[src/rtl/sat_ctr_pkg.sv]
// Shared types and helpers for the saturating confidence counter table.
// Widths are passed as function arguments so one package serves every
// counter width from 1 to MAX_CTR_W bits.
package sat_ctr_pkg;

    localparam int unsigned MAX_CTR_W = 8;

    typedef enum logic {
        IDLE  = 1'b0,
        SWEEP = 1'b1
    } flush_state_t;

    // Largest value a ctr_w-bit counter can hold (CTR_MAX).
    function automatic logic [MAX_CTR_W-1:0] ctr_max(input int unsigned ctr_w);
        logic [MAX_CTR_W:0] v;
        v = (MAX_CTR_W+1)'(1) << ctr_w;
        v = v - (MAX_CTR_W+1)'(1);
        return v[MAX_CTR_W-1:0];
    endfunction

    // Smallest value considered "trusted" (TRUST_THRESH): the counter MSB.
    function automatic logic [MAX_CTR_W-1:0] trust_thresh(input int unsigned ctr_w);
        logic [MAX_CTR_W-1:0] v;
        v = MAX_CTR_W'(1) << (ctr_w - 1);
        return v;
    endfunction

    // One saturating step: count toward max on truth, toward zero otherwise.
    function automatic logic [MAX_CTR_W-1:0] sat_next(
        input logic [MAX_CTR_W-1:0] ctr,
        input logic                 truth,
        input int unsigned          ctr_w
    );
        logic [MAX_CTR_W-1:0] m;
        m = ctr_max(ctr_w);
        if (truth) begin
            return (ctr == m) ? ctr : ctr + MAX_CTR_W'(1);
        end
        return (ctr == '0) ? ctr : ctr - MAX_CTR_W'(1);
    endfunction

endpackage

[src/rtl/sat_ctr_cell.sv]
// Single saturating counter. Load has priority over step so that a flush
// write always wins; both are decoded by the table top.
module sat_ctr_cell
    import sat_ctr_pkg::*;
#(
    parameter int unsigned CTR_W = 2,
    parameter int unsigned INIT  = 3
) (
    input  logic             clk,
    input  logic             rst,
    input  logic             i_load,
    input  logic             i_step,
    input  logic             i_truth,
    output logic [CTR_W-1:0] o_ctr
);

    logic [CTR_W-1:0]     r_ctr;
    logic [MAX_CTR_W-1:0] w_next_full;
    logic [CTR_W-1:0]     w_next;

    assign w_next_full = sat_next(MAX_CTR_W'(r_ctr), i_truth, CTR_W);
    assign w_next      = w_next_full[CTR_W-1:0];
    assign o_ctr       = r_ctr;

    // Counter register: reset/load to INIT, otherwise saturating step.
    always_ff @(posedge clk or posedge rst) begin
        if (rst) begin
            r_ctr <= CTR_W'(INIT);
        end else if (i_load) begin
            r_ctr <= CTR_W'(INIT);
        end else if (i_step) begin
            r_ctr <= w_next;
        end
    end

endmodule

[src/rtl/sat_counter_table.sv]
// Table of 2^IDX_W saturating confidence counters with a registered lookup
// port, an update port and a one-entry-per-cycle flush sweep.
// Optional build macro SAT_CTR_BYPASS_EN: a lookup colliding with an update
// on the same index returns the post-update value instead of the old one.
module sat_counter_table
    import sat_ctr_pkg::*;
#(
    parameter int unsigned CTR_W = 2,
    parameter int unsigned IDX_W = 4,
    parameter int unsigned INIT  = (1 << CTR_W) - 1
) (
    input  logic             clk,
    input  logic             rst,
    input  logic             lookup_valid,
    input  logic [IDX_W-1:0] lookup_idx,
    output logic             pred_valid,
    output logic             pred_trust,
    output logic             pred_strong,
    output logic [CTR_W-1:0] pred_ctr,
    input  logic             upd_valid,
    input  logic [IDX_W-1:0] upd_idx,
    input  logic             upd_truth,
    input  logic             flush_req,
    output logic             busy
);

    localparam int unsigned      ENTRIES  = 1 << IDX_W;
    localparam logic [CTR_W-1:0] W_MAX    = CTR_W'(ctr_max(CTR_W));
    localparam logic [CTR_W-1:0] W_THRESH = CTR_W'(trust_thresh(CTR_W));

    flush_state_t     r_state;
    flush_state_t     w_state_next;
    logic [IDX_W-1:0] r_ptr;
    logic [IDX_W-1:0] w_ptr_next;
    logic             w_busy;

    logic [CTR_W-1:0] w_ctr [ENTRIES];
    logic [CTR_W-1:0] w_rd_ctr;
    logic             w_lookup_ok;

    logic             r_pred_valid;
    logic             r_pred_trust;
    logic             r_pred_strong;
    logic [CTR_W-1:0] r_pred_ctr;

    assign w_busy      = (r_state == SWEEP);
    assign busy        = w_busy;
    assign w_lookup_ok = lookup_valid && !w_busy;

    // Flush FSM state and sweep pointer registers.
    always_ff @(posedge clk or posedge rst) begin
        if (rst) begin
            r_state <= IDLE;
            r_ptr   <= '0;
        end else begin
            r_state <= w_state_next;
            r_ptr   <= w_ptr_next;
        end
    end

    // Flush FSM next state: start on a pulse in IDLE, leave after the last entry.
    always_comb begin
        w_state_next = r_state;
        w_ptr_next   = r_ptr;
        case (r_state)
            IDLE: begin
                if (flush_req) begin
                    w_state_next = SWEEP;
                    w_ptr_next   = '0;
                end
            end
            SWEEP: begin
                w_ptr_next = r_ptr + IDX_W'(1);
                if (r_ptr == IDX_W'(ENTRIES - 1)) begin
                    w_state_next = IDLE;
                end
            end
            default: begin
                w_state_next = IDLE;
            end
        endcase
    end

    // One counter cell per entry; flush and update decode are local to each.
    for (genvar gi = 0; gi < ENTRIES; gi++) begin : g_cell
        logic w_load;
        logic w_step;

        assign w_load = w_busy && (r_ptr == IDX_W'(gi));
        assign w_step = upd_valid && !w_busy && (upd_idx == IDX_W'(gi));

        sat_ctr_cell #(
            .CTR_W (CTR_W),
            .INIT  (INIT)
        ) u_cell (
            .clk     (clk),
            .rst     (rst),
            .i_load  (w_load),
            .i_step  (w_step),
            .i_truth (upd_truth),
            .o_ctr   (w_ctr[gi])
        );
    end

    // Read mux, optionally forwarding a same-index update into the result.
    always_comb begin
        w_rd_ctr = w_ctr[lookup_idx];
`ifdef SAT_CTR_BYPASS_EN
        if (upd_valid && (upd_idx == lookup_idx)) begin
            w_rd_ctr = CTR_W'(sat_next(MAX_CTR_W'(w_ctr[lookup_idx]), upd_truth, CTR_W));
        end
`endif
    end

    // Registered lookup result; data fields hold when no lookup is accepted.
    always_ff @(posedge clk or posedge rst) begin
        if (rst) begin
            r_pred_valid  <= 1'b0;
            r_pred_trust  <= 1'b0;
            r_pred_strong <= 1'b0;
            r_pred_ctr    <= '0;
        end else begin
            r_pred_valid <= w_lookup_ok;
            if (w_lookup_ok) begin
                r_pred_ctr    <= w_rd_ctr;
                r_pred_trust  <= (w_rd_ctr >= W_THRESH);
                r_pred_strong <= (w_rd_ctr == '0) || (w_rd_ctr == W_MAX);
            end
        end
    end

    assign pred_valid  = r_pred_valid;
    assign pred_trust  = r_pred_trust;
    assign pred_strong = r_pred_strong;
    assign pred_ctr    = r_pred_ctr;

endmodule

[config.mk]
export PLATFORM = sky130hd
export DESIGN_NAME = sat_counter_table
export DESIGN_NICKNAME = d
export VERILOG_FILES = /design/src/rtl/sat_ctr_pkg.sv /design/src/rtl/sat_ctr_cell.sv /design/src/rtl/sat_counter_table.sv
export SDC_FILE = /design/constraint.sdc
export NUM_CORES = 1
export LEC_CHECK = 0
export ABC_AREA = 1
export CAP_MARGIN = 20
export CELL_PAD_IN_SITES_DETAIL_PLACEMENT = 1
export CELL_PAD_IN_SITES_GLOBAL_PLACEMENT = 2
export CORE_MARGIN = 2
export CORE_UTILIZATION = 36
export CTS_CLUSTER_SIZE = 10
export DETAILED_ROUTE_END_ITERATION = 10
export PLACE_DENSITY_LB_ADDON = 0.1
export SKIP_CTS_REPAIR_TIMING = 1
export SYNTH_ARGS = -nofsm -noshare
export SYNTH_HDL_FRONTEND = slang
export SYNTH_SLANG_ARGS = --single-unit
[constraint.sdc]
create_clock -name clk -period 3.2 [get_ports clk]
set_input_delay 0.64 -clock clk [delete_from_list [all_inputs] [get_ports clk]]
set_output_delay 0.64 -clock clk [all_outputs]
set_load 0.05 [all_outputs]
After elaboration in Yosys (flattened, before gate mapping)
Cells that the tools add are included.
{"block": "word_totals", "mem_bits_rw": 0, "elab_cells": 331, "inputBits": 14, "latch_bits": 0, "n_memories": 0, "output_inout_bits": 6, "ff_bits": 42, "mem_bits_ro": 0}
{"block": "classes", "muxes": 105, "multipliers": 0, "n_reduce_logical": 87, "n_addsub": 33, "order_cmp": 2, "div_mod_pow": 0, "n_bitwise": 2, "n_shift": 0, "n_eq_ne": 80}
{"operator": "2-bit two-way mux", "count": 98}
{"operator": "4-bit == test (second input constant)", "count": 16}
{"operator": "4-bit by 3-bit != test with 1-bit output (second input constant)", "count": 16}
{"operator": "3-bit AND reduction", "count": 16}
{"operator": "3-bit by 2-bit != test with 1-bit output (second input constant)", "count": 15}
{"operator": "2-bit == test (second input constant)", "count": 17}
{"operator": "1-bit logical AND", "count": 34}
{"operator": "2-bit logical NOT", "count": 17}
{"operator": "2-bit by 1-bit adder with 2-bit output (second input constant)", "count": 16}
{"operator": "4-bit by 3-bit == test with 1-bit output (second input constant)", "count": 8}
{"operator": "2-bit nonzero test", "count": 16}
{"operator": "2-bit by 1-bit subtractor with 2-bit output (second input constant)", "count": 16}
{"operator": "4-bit by 2-bit == test with 1-bit output (second input constant)", "count": 4}
{"operator": "2-bit binary-select mux with 4-bit select", "count": 1}
{"operator": "4-bit by 1-bit == test with 1-bit output (second input constant)", "count": 2}
{"operator": "4-bit logical NOT", "count": 2}
{"operator": "4-bit one-hot mux with 2 select lines", "count": 1}
{"operator": "5-bit >= comparator (second input constant)", "count": 1}
{"operator": "4-bit inverter with 5-bit output", "count": 1}
{"operator": "4-bit by 1-bit adder with 4-bit output (second input constant)", "count": 1}
{"operator": "4-bit two-way mux", "count": 1}
{"operator": "1-bit two-way mux", "count": 3}
{"operator": "3-bit by 1-bit != test with 1-bit output (second input constant)", "count": 1}
{"operator": "2-bit >= comparator (second input constant)", "count": 1}
{"operator": "other kinds (5)", "count": 5}

Logic depth before layout (Yosys ltp)
{"block": "depth", "word_depth": 6, "ltp_mapped": 13, "ltp_nobuf": 12}

By module
From an unflattened synthesis, not the netlist that was laid out.
{"block": "unflattened", "cells_unflattened": 423, "area_unflattened_um2": 2788.9}
{"mod": "sat_ctr_cell", "area_per_inst_um2": 110.1, "cells_per_inst": 15, "instances": 16, "seq_area_each_um2": 52.6}
{"mod": "sat_counter_table", "area_per_inst_um2": 1027.2, "cells_per_inst": 183, "instances": 1, "seq_area_each_um2": 225.2}

Worst setup path before layout
Ideal clock, no wire load.
{"block": "synth_timing", "kind": "input port to flip-flop", "startpoint": "in lookup_idx[0]", "endpoint": "reg r_pred_trust (netlist: pred_trust)", "setup_ns": 0.118, "slack_ns": 1.336, "t_required_ns": 3.082, "n_path_buf": 2, "stages": 13, "arrival_ns": 1.746, "path_cell_list": "buf_2 -> buf_2 -> a21oi_1 -> o21ai_0 -> nand3_1 -> nand3_1 -> nand2_1 -> inv_1 -> ha_1 -> inv_1 -> nand3_1 -> nand2_1 -> nand2_1"}
{"block": "synth_between", "elab_chain_cells": 5}
{"item": "start: declaration", "line_no": "sat_counter_table.sv:15", "text": "input logic [IDX_W-1:0] lookup_idx,"}
{"item": "4-bit inverter with 5-bit output (implied by the code)", "line_no": "sat_counter_table.sv:107", "text": "w_rd_ctr = w_ctr[lookup_idx];"}
{"item": "2-bit binary-select mux with 4-bit select", "line_no": "sat_counter_table.sv:107"}
{"item": "2-bit two-way mux (implied by the code) (2 in a row)", "line_no": "sat_counter_table.sv:107"}
{"item": "2-bit >= comparator", "line_no": "sat_counter_table.sv:126", "text": "r_pred_trust <= (w_rd_ctr >= W_THRESH);"}
{"item": "end signal: assignment", "line_no": "sat_counter_table.sv:126"}
{"item": "end: declaration", "line_no": "sat_counter_table.sv:42", "text": "logic r_pred_trust;"}
Every way passes these cells. The select of a mux whose other input is x is not followed.
A chain may end at the register's enable or synchronous reset.

Final worst setup path
{"block": "layout_timing", "startpoint": "reg r_state (netlist: busy)", "endpoint": "out busy"}
{"item": "start: declaration", "line_no": "sat_counter_table.sv:31", "text": "flush_state_t r_state;"}
{"item": "start signal: assignment", "line_no": "sat_counter_table.sv:56", "text": "r_state <= w_state_next;"}
{"item": "end: declaration", "line_no": "sat_counter_table.sv:24", "text": "output logic busy"}
No word-level cell between the ends.

==> flow_metrics.py <==
metrics = {
    "status": {
        "status": "completed",
    },
    "finish": {
        "final_core_util_pct": 41.60,
        "area_delta_synth_final_pct": 13.71,
        "post_route_cells_drive_above_1_share_pct": 13.04,
        "diodes": 0,
        "nFillCells": 986,
        "final_net_count": 432,
        "stdcell_count": 516,
    },
    "setup_path": {
        "max_stage_delay_ps": 900,
        "startpoint_type": "flop",
        "worstSetupEndpoint": "busy",
        "slowest_stage": "clkdlybuf4s50_1",
        "path_max_fanout": 13,
        "r2r_cells": 7,
        "endpoint_kind": "primary output",
        "cp.arrival_ps": 1810,
        "reg2reg_slack_ps": 1410,
        "r2r_end": "g_cell[5].u_cell.o_ctr[1]",
        "cp.required_ps": 2560,
        "path_buf_inv": 1,
        "worst_path_dominant_cell_family": "buffers and inverters",
        "regToRegStartpoint": "busy",
        "crit_cells": 1,
        "cp-startpoint": "busy",
        "path_class": "flop to primary output",
        "crit_chain": "clkdlybuf4s50_1",
    },
    "synthesis": {
        "yosys.area_share.simple_pct": 30.04,
        "synthMuxAreaShare_pct": 0,
        "synth_top_area_share_pct": 30.22,
        "syn_inst": 394,
        "synth_xor_area_share_pct": 1.574,
        "yosysMostFrequentCell": "nand2_1",
        "synth_top_area_cell": "dfstp_2",
        "synth_cell_types": 31,
        "synth_area_leaders": "dfstp_2 (30%), nand2_1 (14%), dfrtp_1 (9.0%), inv_1 (7.6%), nand3_1 (7.6%)",
        "ys_top_cells_by_count": "nand2_1 (103), inv_1 (56), nand3_1 (42)",
        "seq_area_frac_synth_pct": 39.21,
        "synth-compound-area-share_pct": 16.77,
        "synthArstFlopShare_pct": 100.0,
        "syn_area_um2": 2783,
        "synth_edf_count": 0,
        "synth_flop_cell": "dfstp_2",
        "synth_top_family_by_area": "simple AND/OR/NAND/NOR gates",
        "synthAdderAreaFrac_pct": 2.248,
        "syn_nets": 413,
        "yosys_warnings": 0,
        "avgSynthCellArea_um2": 7.063,
        "synth.ff_latch_count": 42,
    },
    "timing": {
        "holdWs_ps": 488.2,
        "fmax_mhz": 407.3,
        "relSlewSlack_pct": 35.93,
        "fin_skew_ps": 5.767,
        "setup_viol": 0,
        "hold_viol_final": 0,
        "fin_setup_tns_ps": 0,
        "final_max_slew_viol_count": 0,
        "worstMarginPinSlew_ps": 955.1,
        "period_share_pct": 76.72,
        "min_period_ps": 2455,
        "rsz0062_at_grt": "false",
    },
    "drt": {
        "vias": 2643,
        "drt_first_iter_violations": 136,
        "vias_per_cell": 5.122,
        "wl_per_cell_um": 16.19,
        "drtPass1Iterations": 5,
        "wirelength_mm": 8.356,
        "ant_nets": 0,
        "drcViolationCount": 0,
    },
    "clock_tree": {
        "cts_tree": "built",
        "h-tree-depth": 2,
        "cts_root_buf": "clkbuf_8",
        "clk_pin_slew_ps": 80,
        "clk-insertion-delay-late_ps": 300,
        "cts.sinks": 42,
        "cts_made_buffers": 5,
        "cts_buffer_depth": 2,
    },
    "floorplan": {
        "start_util_pct": 36.58,
        "dieWidth_um": 91.92,
        "die_y_um": 91.92,
        "core_um2": 7607,
        "die_area_um2": 8449,
        "rows": 32,
        "io_pins": 20,
    },
    "placement": {
        "io_buffer_count": 19,
        "place_hpwl_mm": 6.688,
        "placedCellCount": 508,
        "gp_congestion": 0.9167,
    },
    "global_routing": {
        "antenna_found_initial": 0,
        "grt_max_degree": 31,
        "grt_overflow": 0,
        "grt.total_usage_pct": 21.83,
        "grt_pass1_vias": 2811,
        "grt_pass1_wl_mm": 14.36,
    },
    "run": {
        "drv_cap": 0,
    },
    "power_and_ir_drop": {
        "p_leak_nw": 1.513,
        "ir_worst_vdd_v": 0.0004035,
        "power_density_nw_per_um2": 681.2,
    },
    "worst_hold_path": {
        "hold_class": "flop to flop",
    },
}
==> cell type report <==
type	count	area (um2)	share of cell area (%)
Clock buffer	7	86.33	2.728
Clock inverter	1	5.005	0.1582
Inverter	62	232.7	7.355
Multi-Input combinational cell	280	1409	44.52
Sequential cell	42	1091	34.48
Tap cell	102	127.6	4.033
Timing Repair Buffer	22	212.7	6.722
==> tightest hold or removal path: cells and delay by family, from the launching register on <==
family,cells,cell delay (ps)
AND/OR/NAND/NOR,2,100
flip-flops,1,350
==> registers in the layout (all words and copies together) (netlist names) <==
| signal | cells |
|---|---|
| busy | 1 |
| g_cell.u_cell.o_ctr | 32 |
| pred_ctr | 2 |
| pred_strong | 1 |
| pred_trust | 1 |
| pred_valid | 1 |
| r_ptr | 4 |
==> how the worst min path moves through the flow <==
stage,to,cells past startpoint,slack (ps),start
6_report,pred_ctr[1],2,490,pred_ctr[1]
5_1_grt,pred_strong,2,540,pred_strong
4_1_cts,pred_ctr[1],2,500,pred_ctr[1]
3_5_place_dp,pred_ctr[1],2,470,pred_ctr[1]
3_3_place_gp,pred_ctr[1],2,460,pred_ctr[1]
2_1_floorplan,g_cell[12].u_cell.o_ctr[1],2,480,g_cell[12].u_cell.o_ctr[0]
==> metal layers <==
layer	share of wire [%]	routed length, um	up-vias	track usage, %
met5	0	0	-	0
met4	0.43	36	0	3.731
met3	2.5	212	2	3.205
met2	48	4024	33	37.99
met1	49	4083	1282	29.23
li1	-	-	1326	-
==> where the power goes <==
group	internal, mW	switching [mW]
Combinational	0.296	0.588
Clock	0.174	0.190
Sequential	0.752	0.155
Total	1.22	0.933
==> cells by family (layout without fill, tap and decap cells) <==
| kind of cell | Yosys count | count (layout) |
|---|---|---|
| compound gates | 79 | 79 |
| buf+inv | 72 | 92 |
| fa+ha+maj | 5 | 5 |
| flops | 42 | 42 |
| xor+xnor | 5 | 5 |
| simple gates | 191 | 191 |
==> cells in the final DEF, fill, tap and decap left out <==
master,n
clkdlybuf4s50_1,19
dfstp_2,32
nor3_4,3
a21oi_1,16
nand3b_1,2
o2111ai_1,1
a211oi_1,2
nor2_1,32
clkinv_1,2
nor3_1,4
nand2_1,103
nand3_1,42
o22ai_1,1
dfrtp_1,10
inv_2,5
o211ai_1,14
o21ai_1,1
a32oi_1,2
nor2_2,1
a22o_1,1
o21ai_0,37
clkinv_2,1
or2_2,1
nand4_1,1
clkbuf_8,6
buf_4,3
nand2_2,1
xor2_1,5
inv_1,55
clkbuf_1,1
o221ai_1,4
nor3_2,1
ha_1,5
==> per-stage QoR <==
stage	worst slack, ps	instance area, um2	power, mW
finish	745.1	3164	2.156
global route	585.7	3164	2.353
CTS	722.5	3164	2.191
detailed placement	477.0	3073	1.813
global placement	554.8	3073	1.792
floorplan	1336	2783	1.510
Note: power is estimated with default switching activity, not from simulation.
==> variant 1 (same flow settings) <==
`CTR_W` is set to 2 in 2 places; all go to 1.
--- a/src/rtl/sat_ctr_cell.sv
+++ b/src/rtl/sat_ctr_cell.sv
@@ -4,5 +4,5 @@
     import sat_ctr_pkg::*;
 #(
-    parameter int unsigned CTR_W = 2,
+    parameter int unsigned CTR_W = 1,
     parameter int unsigned INIT  = 3
 ) (
--- a/src/rtl/sat_counter_table.sv
+++ b/src/rtl/sat_counter_table.sv
@@ -6,5 +6,5 @@
     import sat_ctr_pkg::*;
 #(
-    parameter int unsigned CTR_W = 2,
+    parameter int unsigned CTR_W = 1,
     parameter int unsigned IDX_W = 4,
     parameter int unsigned INIT  = (1 << CTR_W) - 1
Interface: changed (resized pred_ctr); port bits go from 20 to 19. The function was not compared with the original's and may differ.
==> variant 1 against the unedited design <==
  * Setup slack better by 0.16 ns
  * Register-to-register slack better by 0.38 ns
  * Routed wire length is 53% lower
  * Largest cell class unchanged
  * Synthesized area is 49% lower
  * Highest routed layer unchanged
  * Critical path type unchanged
  * Sequential cell count is 18 lower
  * Non-clock buffer count is 4 lower
  * Final area is 46% lower
  * Total power is 39% lower
  * Largest power group unchanged
==> variant 1: results (changes against the unedited design) <==
status=finished clean (unchanged); measured slew at the worst slew-check pin=0.925 ns (was 0.955 ns); Place WS=1.11 ns (was 0.477 ns); drt pass-1 iters=4 (was 5); Switching Fraction=0.425 (was 0.433); Synth top cells by count=nand2_1 (64), nand3_1 (25), inv_1 (22), dfstp_2 (16) (was nand2_1 (103), inv_1 (56), nand3_1 (42), o21ai_0 (37)); max reg flops=16 (was 32); P_seq=0.561 mW (was 0.907 mW); GPL Wtd Cong=0.839 (was 0.917); Peak VDD IR=315 uV (was 404 uV); H-tree depth=1 (was 2); fraction of layout cells with a size suffix above 1=0.151 (was 0.130); fin nets=224 (was 432); Clock Latency Late Sink=0.27 ns (was 0.30 ns); Syn Nets=205 (was 413); Layout fillers=483 (was 986); Synth async-reset ratio=1.00 (unchanged); final wirelength=3.89 mm (was 8.36 mm); largest net degree at the start of global routing=25 (was 31); total CTS buffers=3 (was 5); Static Leak=0.805 nW (was 1.51 nW); Synth area leaders=dfstp_2 (30%), nand2_1 (17%), dfrtp_1 (14%) (was dfstp_2 (30%), nand2_1 (14%), dfrtp_1 (9.0%)); Clk pin slew, worst setup/hold paths=0.09 ns; Layout Utilization=0.456 (was 0.416); Post-DP HPWL=3.19 mm (was 6.69 mm); CP arrival=1.65 ns (was 1.81 ns); Worst Path Max Fanout=9 (was 13); All-Layer GR Usage=0.210 (was 0.218); first-pass GRT wire length=6.82 mm (was 14.4 mm); Placed Area=1640 sq um (was 3070 sq um); Starting DRT DRC Count=38 (was 136); Port Buffers=18 (was 19); slowest stage delay, CP=0.86 ns (was 0.90 ns); sequential area share after synthesis=0.437 (was 0.392)
[variant 1: through the flow]
| step | cells | power (mW) |
|---|---|---|
| 3_5_place_dp | 249 | 1.12 |
| 2_1_floorplan | 187 | 0.918 |
| 6_report | 253 | 1.31 |
| 5_1_grt | 253 | 1.43 |
| 4_1_cts | 253 | 1.33 |
| 3_3_place_gp | 249 | 1.09 |
[variant 1: worst register-to-register path, stage by stage (launching register included)]
cell,delay (ns)
dfrtp_1,0.49
inv_2,0.16
nand2_4,0.10
nor3_4,0.24
inv_2,0.09
o21ai_1,0.14
o211ai_1,0.10
[variant 1: logic make-up (layout without fill, tap and decap cells)]
group	Yosys count	count (layout)	share of synthesized area
flops	24	24	0.437
fa+ha+maj	4	4	0.0352
simple gates	105	105	0.339
compound gates	23	23	0.103
buf+inv	31	49	0.0863
[variant 1: routing by layer]
layer	wire, microns	global-route usage
met5	0	0
met2	1980	0.361
met4	27	0.0459
met1	1780	0.279
met3	107	0.0304
[variant 1: worst paths after layout]
path / to / cells after the start / slack, ns / startpoint
min reg2reg: pred_strong$_DFFE_PP0P_ / 1 / 0.48 / pred_strong$_DFFE_PP0P_
max in group asynchronous: r_ptr[1]$_DFFE_PP0P_ / 2 / 1.75 / rst
min: pred_strong$_DFFE_PP0P_ / 1 / 0.48 / pred_strong$_DFFE_PP0P_
max: busy / 1 / 0.91 / busy$_DFF_PP0_
min in group asynchronous: pred_trust$_DFFE_PP0P_ / 2 / 0.89 / rst
max reg2reg: g_cell[13].u_cell.o_ctr$_DFFE_PP1P_ / 6 / 1.79 / busy$_DFF_PP0_
[variant 1: cell type report]
class                           instances  share of cell area
Clock buffer                            4              0.0325
Multi-Input combinational cell        132               0.400
Sequential cell                        24               0.366
Inverter                               27              0.0598
Timing Repair Buffer                   18               0.106
Tap cell                               48              0.0354
==> variant 2 (same flow settings) <==
Made on the original files. Reset style: synchronous (`rst`), changed in 3 clocked blocks.
--- a/src/rtl/sat_ctr_cell.sv
+++ b/src/rtl/sat_ctr_cell.sv
@@ -24,5 +24,5 @@
 
     // Counter register: reset/load to INIT, otherwise saturating step.
-    always_ff @(posedge clk or posedge rst) begin
+    always_ff @(posedge clk) begin
         if (rst) begin
             r_ctr <= CTR_W'(INIT);
--- a/src/rtl/sat_counter_table.sv
+++ b/src/rtl/sat_counter_table.sv
@@ -49,5 +49,5 @@
 
     // Flush FSM state and sweep pointer registers.
-    always_ff @(posedge clk or posedge rst) begin
+    always_ff @(posedge clk) begin
         if (rst) begin
             r_state <= IDLE;
@@ -114,5 +114,5 @@
 
     // Registered lookup result; data fields hold when no lookup is accepted.
-    always_ff @(posedge clk or posedge rst) begin
+    always_ff @(posedge clk) begin
         if (rst) begin
             r_pred_valid  <= 1'b0;
Behaviour: differs if rst is asserted again (counterexample within 4 cycles, from zero or initial values and one cycle with rst high); with rst held inactive, the same outputs for 4 cycles.
==> variant 2 against the unedited design <==
  * Fmax fell by 3.5%
  * Sequential cell count did not move
  * Final area fell by 13%
  * Synthesized area fell by 15%
  * Setup slack got worse by 0.090 ns
  * Routed wire length fell by 16%
  * Die area fell by 14%
Power is not compared: it rests on default switching activity, and its combinational part moved more than twofold at a synthesized area within 25%.
==> variant 2: results (changes against the unedited design) <==
Placed Area=2640 sq um (was 3070 sq um); H-tree depth=2 (unchanged); vias after detailed routing=2409 (was 2643); Peak VDD IR=193 uV; total CTS buffers=5 (unchanged); clock root buffer=clkbuf_8 (unchanged); Main synth FF type=dfxtp_1 (was dfstp_2); hold depth=2 (unchanged); vias in the first global route=2207 (was 2811); FF-to-FF End=pred_strong$_SDFFE_PP0P_ (was g_cell[5].u_cell.o_ctr[1]$_DFFE_PP1P_); CP arrival=2.74 ns (was 1.81 ns); Internal Power=between 0.8 and 0.9 mW; Place WS=0.365 ns (was 0.477 ns); final wirelength=7.00 mm (was 8.36 mm); Synth top cells by count=nand2_1 (79), inv_1 (48), dfxtp_1 (42), a21oi_1 (38), nor2_1 (35) (was nand2_1 (103), inv_1 (56), nand3_1 (42), o21ai_0 (37)); Worst Setup SP=lookup_idx[0] (was busy$_DFF_PP0_); Worst Path Max Fanout=12 (was 13); Layout Utilization=0.433 (was 0.416); Synth async-reset ratio=0 (was 1.00); measured slew at the worst slew-check pin=0.935 ns (was 0.955 ns); hold_ws=0.475 ns (was 0.488 ns); hold endpoint=g_cell[5].u_cell.o_ctr[0]$_SDFFE_PP1P_ (was pred_ctr[1]$_DFFE_PP0P_); Post-DP HPWL=5.45 mm (was 6.69 mm); drt pass-1 iters=4 (was 5); Hold Startpoint=g_cell[5].u_cell.o_ctr[0]$_SDFFE_PP1P_ (was pred_ctr[1]$_DFFE_PP0P_); status=finished clean (unchanged); ANT cells=0 (unchanged); GPL Wtd Cong=0.797 (was 0.917); FF-to-FF path depth=10 (was 7); Cell variety after synth=22 (was 31); Peak Freq=393 MHz (was 407 MHz); Starting DRT DRC Count=130 (was 136); max reg flops=32 (unchanged); DR WL met2=2.99 mm (was 4.02 mm); sequential area share after synthesis=0.354 (was 0.392); first-pass GRT wire length=11.6 mm (was 14.4 mm); Finished Layout Cells=447 (was 516); Syn Nets=369 (was 413); Layout fillers=848 (was 986); Post-Syn Instances=350 (was 394); Inst Count DP=439 (was 508); All-Layer GR Usage=0.204 (was 0.218); fin nets=388 (was 432); routed wl met3=231 microns (was 212 microns); Worst Skew=0.0121 ns (was 0.00577 ns); Synth area leaders=dfxtp_1 (35%), nand2_1 (12%), a21oi_1 (8.0%) (was dfstp_2 (30%), nand2_1 (14%), dfrtp_1 (9.0%)); DRT met1 WL=3.68 mm (was 4.08 mm); slowest stage delay, CP=0.73 ns (was 0.90 ns); CP top delay family=buffers and inverters (unchanged); synth warn=0 (unchanged); largest net degree at the start of global routing=45 (was 31); CTS Buffer Depth=2 (unchanged); worst r2r src=g_cell[1].u_cell.o_ctr[0]$_SDFFE_PP1P_ (was busy$_DFF_PP0_); critical path class=input port to flip-flop (was flip-flop to output pin); Reg2Reg Setup Slack=1.61 ns (was 1.41 ns); fraction of layout cells with a size suffix above 1=0.0486 (was 0.130)
## variant 2: changes by cell type after synthesis, sizes merged, moves of 5 or more
cell    unedited run  this run
nand3             42        24
o211ai            14         5
dfrtp             10         0
o21ai             38        24
o311ai             0        23
a21oi             16        38
nand2            104        81
dfstp             32         0
dfxtp              0        42
xor2               5         0
inv               61        50
## variant 2: per-layer routing
layer,vias to the layer above,global-route usage
met5,-,0
met3,8,0.0331
met4,0,0.0606
met2,38,0.298
met1,1132,0.306
li1,1231,-
## variant 2: logic make-up (layout without fill, tap and decap cells)
group	count (synthesis)	in the layout	synth area share
simple gates	147	147	0.271
flops	42	42	0.354
fa+ha+maj	5	5	0.0264
compound gates	95	95	0.248
buf+inv	61	81	0.100
## variant 2: layout make-up
type / instances / area share
multi-input cells: 247 / 0.472
flip-flops and latches: 42 / 0.306
repair buffers: 23 / 0.0802
inverters: 50 / 0.0683
well taps: 77 / 0.0351
clock buffers: 7 / 0.0278
clock inverters: 1 / 0.0109
